--- config.mk ---
export PLATFORM = sky130hd
export DESIGN_NAME = add_sel_driver
export DESIGN_NICKNAME = d
export VERILOG_FILES = /design/src/rtl/add_sel_driver_pkg.sv /design/src/rtl/add_sel_driver.sv
export SDC_FILE = /design/constraint.sdc
export NUM_CORES = 1
export LEC_CHECK = 0
export ABC_CLOCK_PERIOD_IN_PS = 2450
export CAP_MARGIN = 20
export CORE_ASPECT_RATIO = 1.1
export CORE_MARGIN = 5
export CORE_UTILIZATION = 30
export CTS_BUF_LIST = sky130_fd_sc_hd__clkbuf_2 sky130_fd_sc_hd__clkbuf_4 sky130_fd_sc_hd__clkbuf_8
export DETAILED_ROUTE_END_ITERATION = 8
export SYNTH_ARGS = -nofsm -noshare
export SYNTH_HDL_FRONTEND = slang
export SYNTH_SLANG_ARGS = --single-unit
--- constraint.sdc ---
create_clock -name Clk -period 2.45 [get_ports Clk]
set_input_delay 0.49 -clock Clk [delete_from_list [all_inputs] [get_ports Clk]]
set_output_delay 0.49 -clock Clk [all_outputs]
set_load 0.02 [all_outputs]
--- src/rtl/add_sel_driver_pkg.sv ---
// Shared definitions for the two-sum select adder and its request-side driver.
// Both sides take the latency from here so they agree on pipeline depth.
package add_sel_driver_pkg;

    typedef enum logic [1:0] {
        ST_COLLECT = 2'd0,
        ST_WAIT    = 2'd1,
        ST_RESP    = 2'd2
    } state_t;

    localparam int DEFAULT_LAT = 2;

endpackage

--- src/rtl/add_sel_driver.sv ---
// Serial-to-parallel operand driver for the two-sum select adder.
// One transaction in flight: collect four words, wait out the adder latency, return the result.
//
// Handshakes: a transfer happens on a rising Clk edge where valid and ready are
// both high. in_ready is high only in COLLECT. out_valid/out_data/out_err hold
// steady in RESP until out_ready is seen high on an edge.
module add_sel_driver
    import add_sel_driver_pkg::*;
#(
    parameter int size = 8,
    parameter int LAT  = DEFAULT_LAT
) (
    input  logic            Clk,
    input  logic            Reset,
    input  logic            in_valid,
    output logic            in_ready,
    input  logic [size-1:0] in_data,
    input  logic            in_sel,
    output logic [size-1:0] Datain1,
    output logic [size-1:0] Datain2,
    output logic [size-1:0] Datain3,
    output logic [size-1:0] Datain4,
    output logic            enable,
    input  logic [size-1:0] res_in,
    output logic            out_valid,
    input  logic            out_ready,
    output logic [size-1:0] out_data,
    output logic            out_err,
    output logic            busy,
    output state_t          dbg_state
);

    localparam int CW = $clog2(LAT + 2);
    localparam logic [CW-1:0] LAT_C = CW'(LAT);

    state_t          state;
    logic [1:0]      idx;
    logic [CW-1:0]   cnt;
    logic [size-1:0] exp_sum;

    // Carry intentionally dropped so the reference wraps like the adder does.
    assign exp_sum   = enable ? (Datain1 + Datain2) : (Datain3 + Datain4);
    assign in_ready  = (state == ST_COLLECT);
    assign busy      = (state != ST_COLLECT);
    assign dbg_state = state;

    always_ff @(posedge Clk or negedge Reset) begin
        if (!Reset) begin
            state     <= ST_COLLECT;
            idx       <= 2'd0;
            cnt       <= '0;
            Datain1   <= '0;
            Datain2   <= '0;
            Datain3   <= '0;
            Datain4   <= '0;
            enable    <= 1'b0;
            out_data  <= '0;
            out_valid <= 1'b0;
            out_err   <= 1'b0;
        end else begin
            case (state)
                ST_COLLECT: begin
                    if (in_valid) begin
                        idx <= idx + 2'd1;
                        case (idx)
                            2'd0: begin
                                Datain1 <= in_data;
                                enable  <= in_sel;
                            end
                            2'd1: Datain2 <= in_data;
                            2'd2: Datain3 <= in_data;
                            default: begin
                                Datain4 <= in_data;
                                cnt     <= '0;
                                state   <= ST_WAIT;
                            end
                        endcase
                    end
                end
                ST_WAIT: begin
                    if (cnt == LAT_C) begin
                        out_data  <= res_in;
                        out_err   <= (res_in != exp_sum);
                        out_valid <= 1'b1;
                        cnt       <= '0;
                        state     <= ST_RESP;
                    end else begin
                        cnt <= cnt + 1'b1;
                    end
                end
                ST_RESP: begin
                    if (out_ready) begin
                        out_valid <= 1'b0;
                        state     <= ST_COLLECT;
                    end
                end
                default: state <= ST_COLLECT;
            endcase
        end
    end

endmodule
==> flow_summary.toml, run 1 <==
[sta]
worstMarginPinSlew_ns = 0.4832
slew_headroom_pct = 66.95
rsz0062_at_grt = "yes"
finalHoldViolCount = 0
setup_slack_ns = -0.07264
setup_tns_ns = -0.07264
max_freq_mhz = 396.4
min_period_ns = 2.523
setup_violations = 1
post-route-period-util_pct = 103.0
maxSlewViolCount = 0
finClkSkew_ns = 0.007924

[power_and_ir_drop]
intPower_mw = 3.742
powerDensity_nw_per_um2 = 1648
p_leak_nw = 1.675
pwr-share-clk_pct = 9.3
power.switching_mw = 2.790
power_frac_comb_pct = 66.6
peakVddDrop_uv = 679.3
switching_share_pct = 42.71
p_total_mw = 6.532
seqPwrFrac_pct = 24.1

[run_status]
status = "complete, but fails checks"
violations = "negative setup slack"

[floorplan]
dieWidth_um = 103.2
die_height_um = 112.5
core_area_sq_um = 9351
rows = 37
initial_core_util_pct = 30.63
ios = 68
die_area_sq_um = 11600

[synthesis]
synth_edf_count = 0
avgSynthCellArea_sq_um = 11.14
ys_seq_area_share_pct = 42.81
synth_area_sq_um = 2864
ys_async_sr_fraction_pct = 100.0
synth_nets = 298
synthCells = 257
yosysUniqueCellTypes = 53
synth_warnings = 0
synthFlopType = "dfrtp_1"
ys_ff_latch = 49

[grt]
grt_remaining_overflow = 0
track_usage_pct = 13.39
grt_max_degree = 19
grt_pass1_wl_mm = 12.25
antenna_found_initial = 0
grt_pass1_vias = 2429

[routing]
drc = 0
first_iter_violations = 69
vias_per_cell = 4.838
drtPass1Iterations = 4
wl_per_cell_um = 15.91
detail-route-antenna-nets = 0
num_vias = 2245
wl_mm = 7.380

[layout]
final_cell_mix = "clkdlybuf4s50_1, dfrtp_1, mux2_2"
drive_gt1_share_pct = 26.51
n_antenna_cell = 0
final_cells = 464
final_common_cell = "clkdlybuf4s50_1"
syn_to_final_growth_pct = 38.40
fin_nets = 387

[cts]
clk_pin_slew_worst_paths_ns = 0.10
clockBufferDepth = 2
cts_made_buffers = 5
clockRootBuffer = "clkbuf_8"
cts_max_level = 2
cts_sinks = 49
cts_tree = "built"
cts_hold_buffers = 0
clock_latency_ns = 0.31

[setup_path]
worst_ep_arrival_time_ns = 2.72
r2r-start = "Datain4[0]"
worstRegToRegCells = 9
end_kind = "register"
startpoint = "Datain4[0]"
cp_max_fo = 2
crit_path_start_kind = "register"
required_ns = 2.64
crit_type = "reg2reg"

[job]
cap_violations = 0

[hold_path]
hp-class = "in2async"

[place]
gp_congestion = 0.8501
hpwl_mm = 5.940
post-place-cells = 454
numPortBuffers = 67
[power by group through the flow]
stage,Combinational (mW),Sequential (mW),Clock [mW]
floorplan,2.29,1.97,0
global placement,4.26,1.58,0
finish,4.35,1.57,0.609
detailed placement,4.31,1.60,0
CTS,4.37,1.58,0.629
global route,4.78,1.64,0.652
[cell type report]
type | count | area [sq um]
Tap cell | 117 | 146.4
Multi-Input combinational cell | 187 | 1589
Fill cell | 919 | 5388
Clock inverter | 2 | 38.79
Timing Repair Buffer | 89 | 830.8
Inverter | 14 | 52.55
Sequential cell | 49 | 1230
Clock buffer | 6 | 76.32
[logic make-up (layout without fill, tap and decap cells)]
family | Yosys count | in the layout | share of synthesized area (%)
DFF | 49 | 49 | 42.81
and+or+nand+nor | 64 | 64 | 12.45
muxes | 45 | 45 | 17.65
buffers and inverters | 21 | 111 | 2.927
adders and majority gates | 20 | 20 | 9.262
xor gates and xnor gates | 13 | 13 | 3.976
AOI/OAI and AO/OA | 45 | 45 | 10.92
[worst max-delay path, stage by stage, from the launching register on]
cell      delay, ns
dfrtp_2        0.39
ha_4           0.14
inv_2          0.03
fa_2           0.34
nand2b_4       0.16
a21oi_4        0.16
mux2_4         0.31
or4_4          0.51
a221oi_2       0.26
a31oi_1        0.10
[cells in the mapped netlist (2+ instances only)]
cell	n	area, sq um
nand2b_1	5	31.28
ha_1	18	225.2
nor4_1	2	12.51
nor2_1	18	67.56
mux2i_1	4	40.04
fa_1	2	40.04
clkbuf_1	5	18.77
xnor2_1	7	61.31
inv_1	14	52.55
o21ai_1	2	10.01
a21oi_1	5	25.02
o31ai_1	2	15.01
and3_1	4	25.02
xor2_1	6	52.55
mux2_2	40	450.4
a31oi_1	2	12.51
a211oi_1	5	37.54
nand2_1	10	37.54
nand3b_1	2	15.01
nor2b_1	4	25.02
dfrtp_1	49	1226
nor3b_1	3	22.52
o21ba_2	2	20.02
nor3_1	3	15.01
o22ai_1	3	18.77
o21ai_0	12	60.06
o21a_1	2	15.01
[metal layers]
metal / vias to the layer above / global-route usage, % / part of all wire, %
li1: 1099 / - / -
met2: 50 / 21.44 / 47
met4: 0 / 3.713 / 1.4
met5: - / 0 / 0
met1: 1087 / 18.14 / 47
met3: 9 / 2.859 / 4.9
[flip-flops by register name (all words and copies together) (netlist names)]
signal     cells
enable         1
dbg_state      2
Datain4        8
out_err        1
cnt            2
out_data       8
idx            2
out_valid      1
Datain1        8
Datain3        8
Datain2        8
[what timing repair did]
item / in CTS / in global routing
resized for setup: 3 / 1
setup buffers: 1 / 1
endpoints found under the setup margin: 1 / 1
pin swaps: 0 / 1
[final timing paths]
path,end,slack [ns]
worst max-delay path,out_err,-0.07
worst min-delay path,Datain4[5],0.09
worst max register to register,out_err,-0.07
worst min register to register,out_valid,0.48
max in group asynchronous,Datain3[1],1.77
min in group Clk,out_valid,0.48
[through the flow]
stage / hold slack [ns] / util [%] / cell area [sq um] / worst slack [ns]
2_1_floorplan: 0.1944 / - / 2888 / -0.07617
4_1_cts: 0.09467 / 42.27 / 3953 / -0.07805
5_1_grt: 0.1142 / 42.39 / 3964 / -0.1230
6_report: 0.09020 / 42.39 / 3964 / -0.07264
3_5_place_dp: 0.4413 / 40.83 / 3819 / -0.09598
3_3_place_gp: 0.4434 / 40.83 / 3819 / -0.04630
No activity file was read; power rests on OpenSTA's default activity.
==> run 2: changes to the inputs <==
Settings changed: REMOVE_ABC_BUFFERS from default to 1, SLEW_MARGIN from default to 0.
==> run 2 against run 1 <==
  * The flow still finishes with violations (negative setup slack)
  * Final area about the same
  * Fmax decreased by 1.8%
  * Utilization is essentially flat
  * Via count up 0.27%
  * First-iteration DRC count grew 10%
  * Sequential power barely moved
  * Routed wire length decreased by 3.5%
  * Final cell count grew 0.22%
  * Largest cell class unchanged
  * Clock power shrank 2%
  * Critical endpoint unchanged
  * Die area did not move
==> flow_summary.toml, run 2 (synthesis results as in run 1) <==
[run_status]
status = "complete, but fails checks"
violations = "negative setup slack"

[layout]
fin_nets = 388
syn_to_final_growth_pct = 38.49
final_common_cell = "clkdlybuf4s50_1"
drive_gt1_share_pct = 25.57
final_cell_mix = "clkdlybuf4s50_1, dfrtp_1, mux2_2"
final_cells = 465
n_antenna_cell = 0

[power_and_ir_drop]
p_total_mw = 6.480
peakVddDrop_uv = 566.0
powerDensity_nw_per_um2 = 1634
p_leak_nw = 1.684

[grt]
grt_remaining_overflow = 0
grt_max_degree = 50
grt_pass1_vias = 2346
grt_pass1_wl_mm = 11.83
antenna_found_initial = 0
track_usage_pct = 12.89

[cts]
cts_made_buffers = 5
cts_sinks = 49
clockBufferDepth = 2
clockRootBuffer = "clkbuf_8"
cts_hold_buffers = 0
clk_pin_slew_worst_paths_ns = 0.09
cts_tree = "built"
cts_max_level = 2
clock_latency_ns = 0.30

[floorplan]
die_area_sq_um = 11600
rows = 37
ios = 68
dieWidth_um = 103.2
core_area_sq_um = 9351
initial_core_util_pct = 30.63
die_height_um = 112.5

[setup_path]
worst_ep_arrival_time_ns = 2.75
crit_type = "reg2reg"
cp_max_fo = 2
required_ns = 2.63
crit_path_start_kind = "register"
end_kind = "register"
worstRegToRegCells = 9

[hold_path]
hp-class = "in2async"

[routing]
highest-signal-layer = "met4"
wl_met2_mm = 3.543
wl_per_cell_um = 15.32
detail-route-antenna-nets = 0
dr_wl_met3_um = 353
drtPass1Iterations = 4
met1_length_mm = 3.134
wl_mm = 7.124
drc = 0
num_vias = 2251
vias_per_cell = 4.841
first_iter_violations = 76

[sta]
slew_headroom_pct = 67.19
finClkSkew_ns = 0.003209
min_period_ns = 2.569
rsz0062_at_grt = "yes"
worstMarginPinSlew_ns = 0.4922
setup_violations = 1
maxSlewViolCount = 0
finalHoldViolCount = 0
post-route-period-util_pct = 104.9
timing.hold.ws_ns = 0.1593
max_freq_mhz = 389.3
setup_slack_ns = -0.1188

[place]
hpwl_mm = 5.628
post-place-cells = 455
gp_congestion = 0.8615
numPortBuffers = 67

[job]
cap_violations = 0
-- run 2: through the flow --
| step | instance area (sq um) | TNS, ns | setup WS (ns) | utilization [%] |
|---|---|---|---|---|
| 2_1_floorplan | 2833 | -0.2633 | -0.2633 | - |
| 3_3_place_gp | 3815 | -0.1854 | -0.1854 | 40.79 |
| 3_5_place_dp | 3815 | -0.2196 | -0.2196 | 40.79 |
| 4_1_cts | 3955 | -0.1145 | -0.1145 | 42.29 |
| 5_1_grt | 3966 | -0.2361 | -0.2361 | 42.41 |
| 6_report | 3966 | -0.1188 | -0.1188 | 42.41 |
-- run 2: layer usage --
| layer | vias up | global-route usage [%] |
|---|---|---|
| li1 | 1097 | - |
| met1 | 1097 | 16.59 |
| met2 | 50 | 21.65 |
| met3 | 7 | 3.108 |
| met4 | 0 | 2.936 |
| met5 | - | 0 |
-- run 2: timing repair --
action	in CTS	in global routing
gates resized for setup	5	1
endpoints found under the setup margin	1	1
pin swaps	4	0
buffers inserted	1	1
-- run 2: power breakdown --
part	switching [mW]	internal, mW	total [mW]
Combinational	2.12	2.22	4.34
Clock	0.278	0.318	0.596
Sequential	0.339	1.21	1.55
-- run 2: cell type report --
type                       count  area (sq um)
clock inverter                 2         38.79
fill                         937          5385
clock buffer                   6         76.32
inverter                      14         52.55
sequential                    49          1226
multi-input combinational    187          1575
timing repair buffer          90         850.8
tap                          117         146.4
-- run 2: worst max-delay path, stage by stage, from the launching register on --
cell	delay, ns
dfrtp_1	0.37
ha_2	0.19
inv_2	0.04
fa_2	0.35
nand2b_4	0.16
a21oi_4	0.16
mux2_4	0.31
or4_4	0.51
a221oi_2	0.25
a31oi_1	0.10
-- run 2: path summary, 6_finish.rpt --
check	slack, ns	start	endpoint
max	-0.12	Datain3[0]	out_err
min	0.16	Reset	out_data[1]
max reg2reg	-0.12	Datain3[0]	out_err
min reg2reg	0.48	out_valid	out_valid
max in group asynchronous	2.07	Reset	Datain3[5]
min in group Clk	0.48	out_valid	out_valid
==> run 3: changes to the inputs <==
Settings changed: CAP_MARGIN 20 to default.
==> results of run 3 <==
The final DEF is identical to that of run 2; final timing and power are the same.
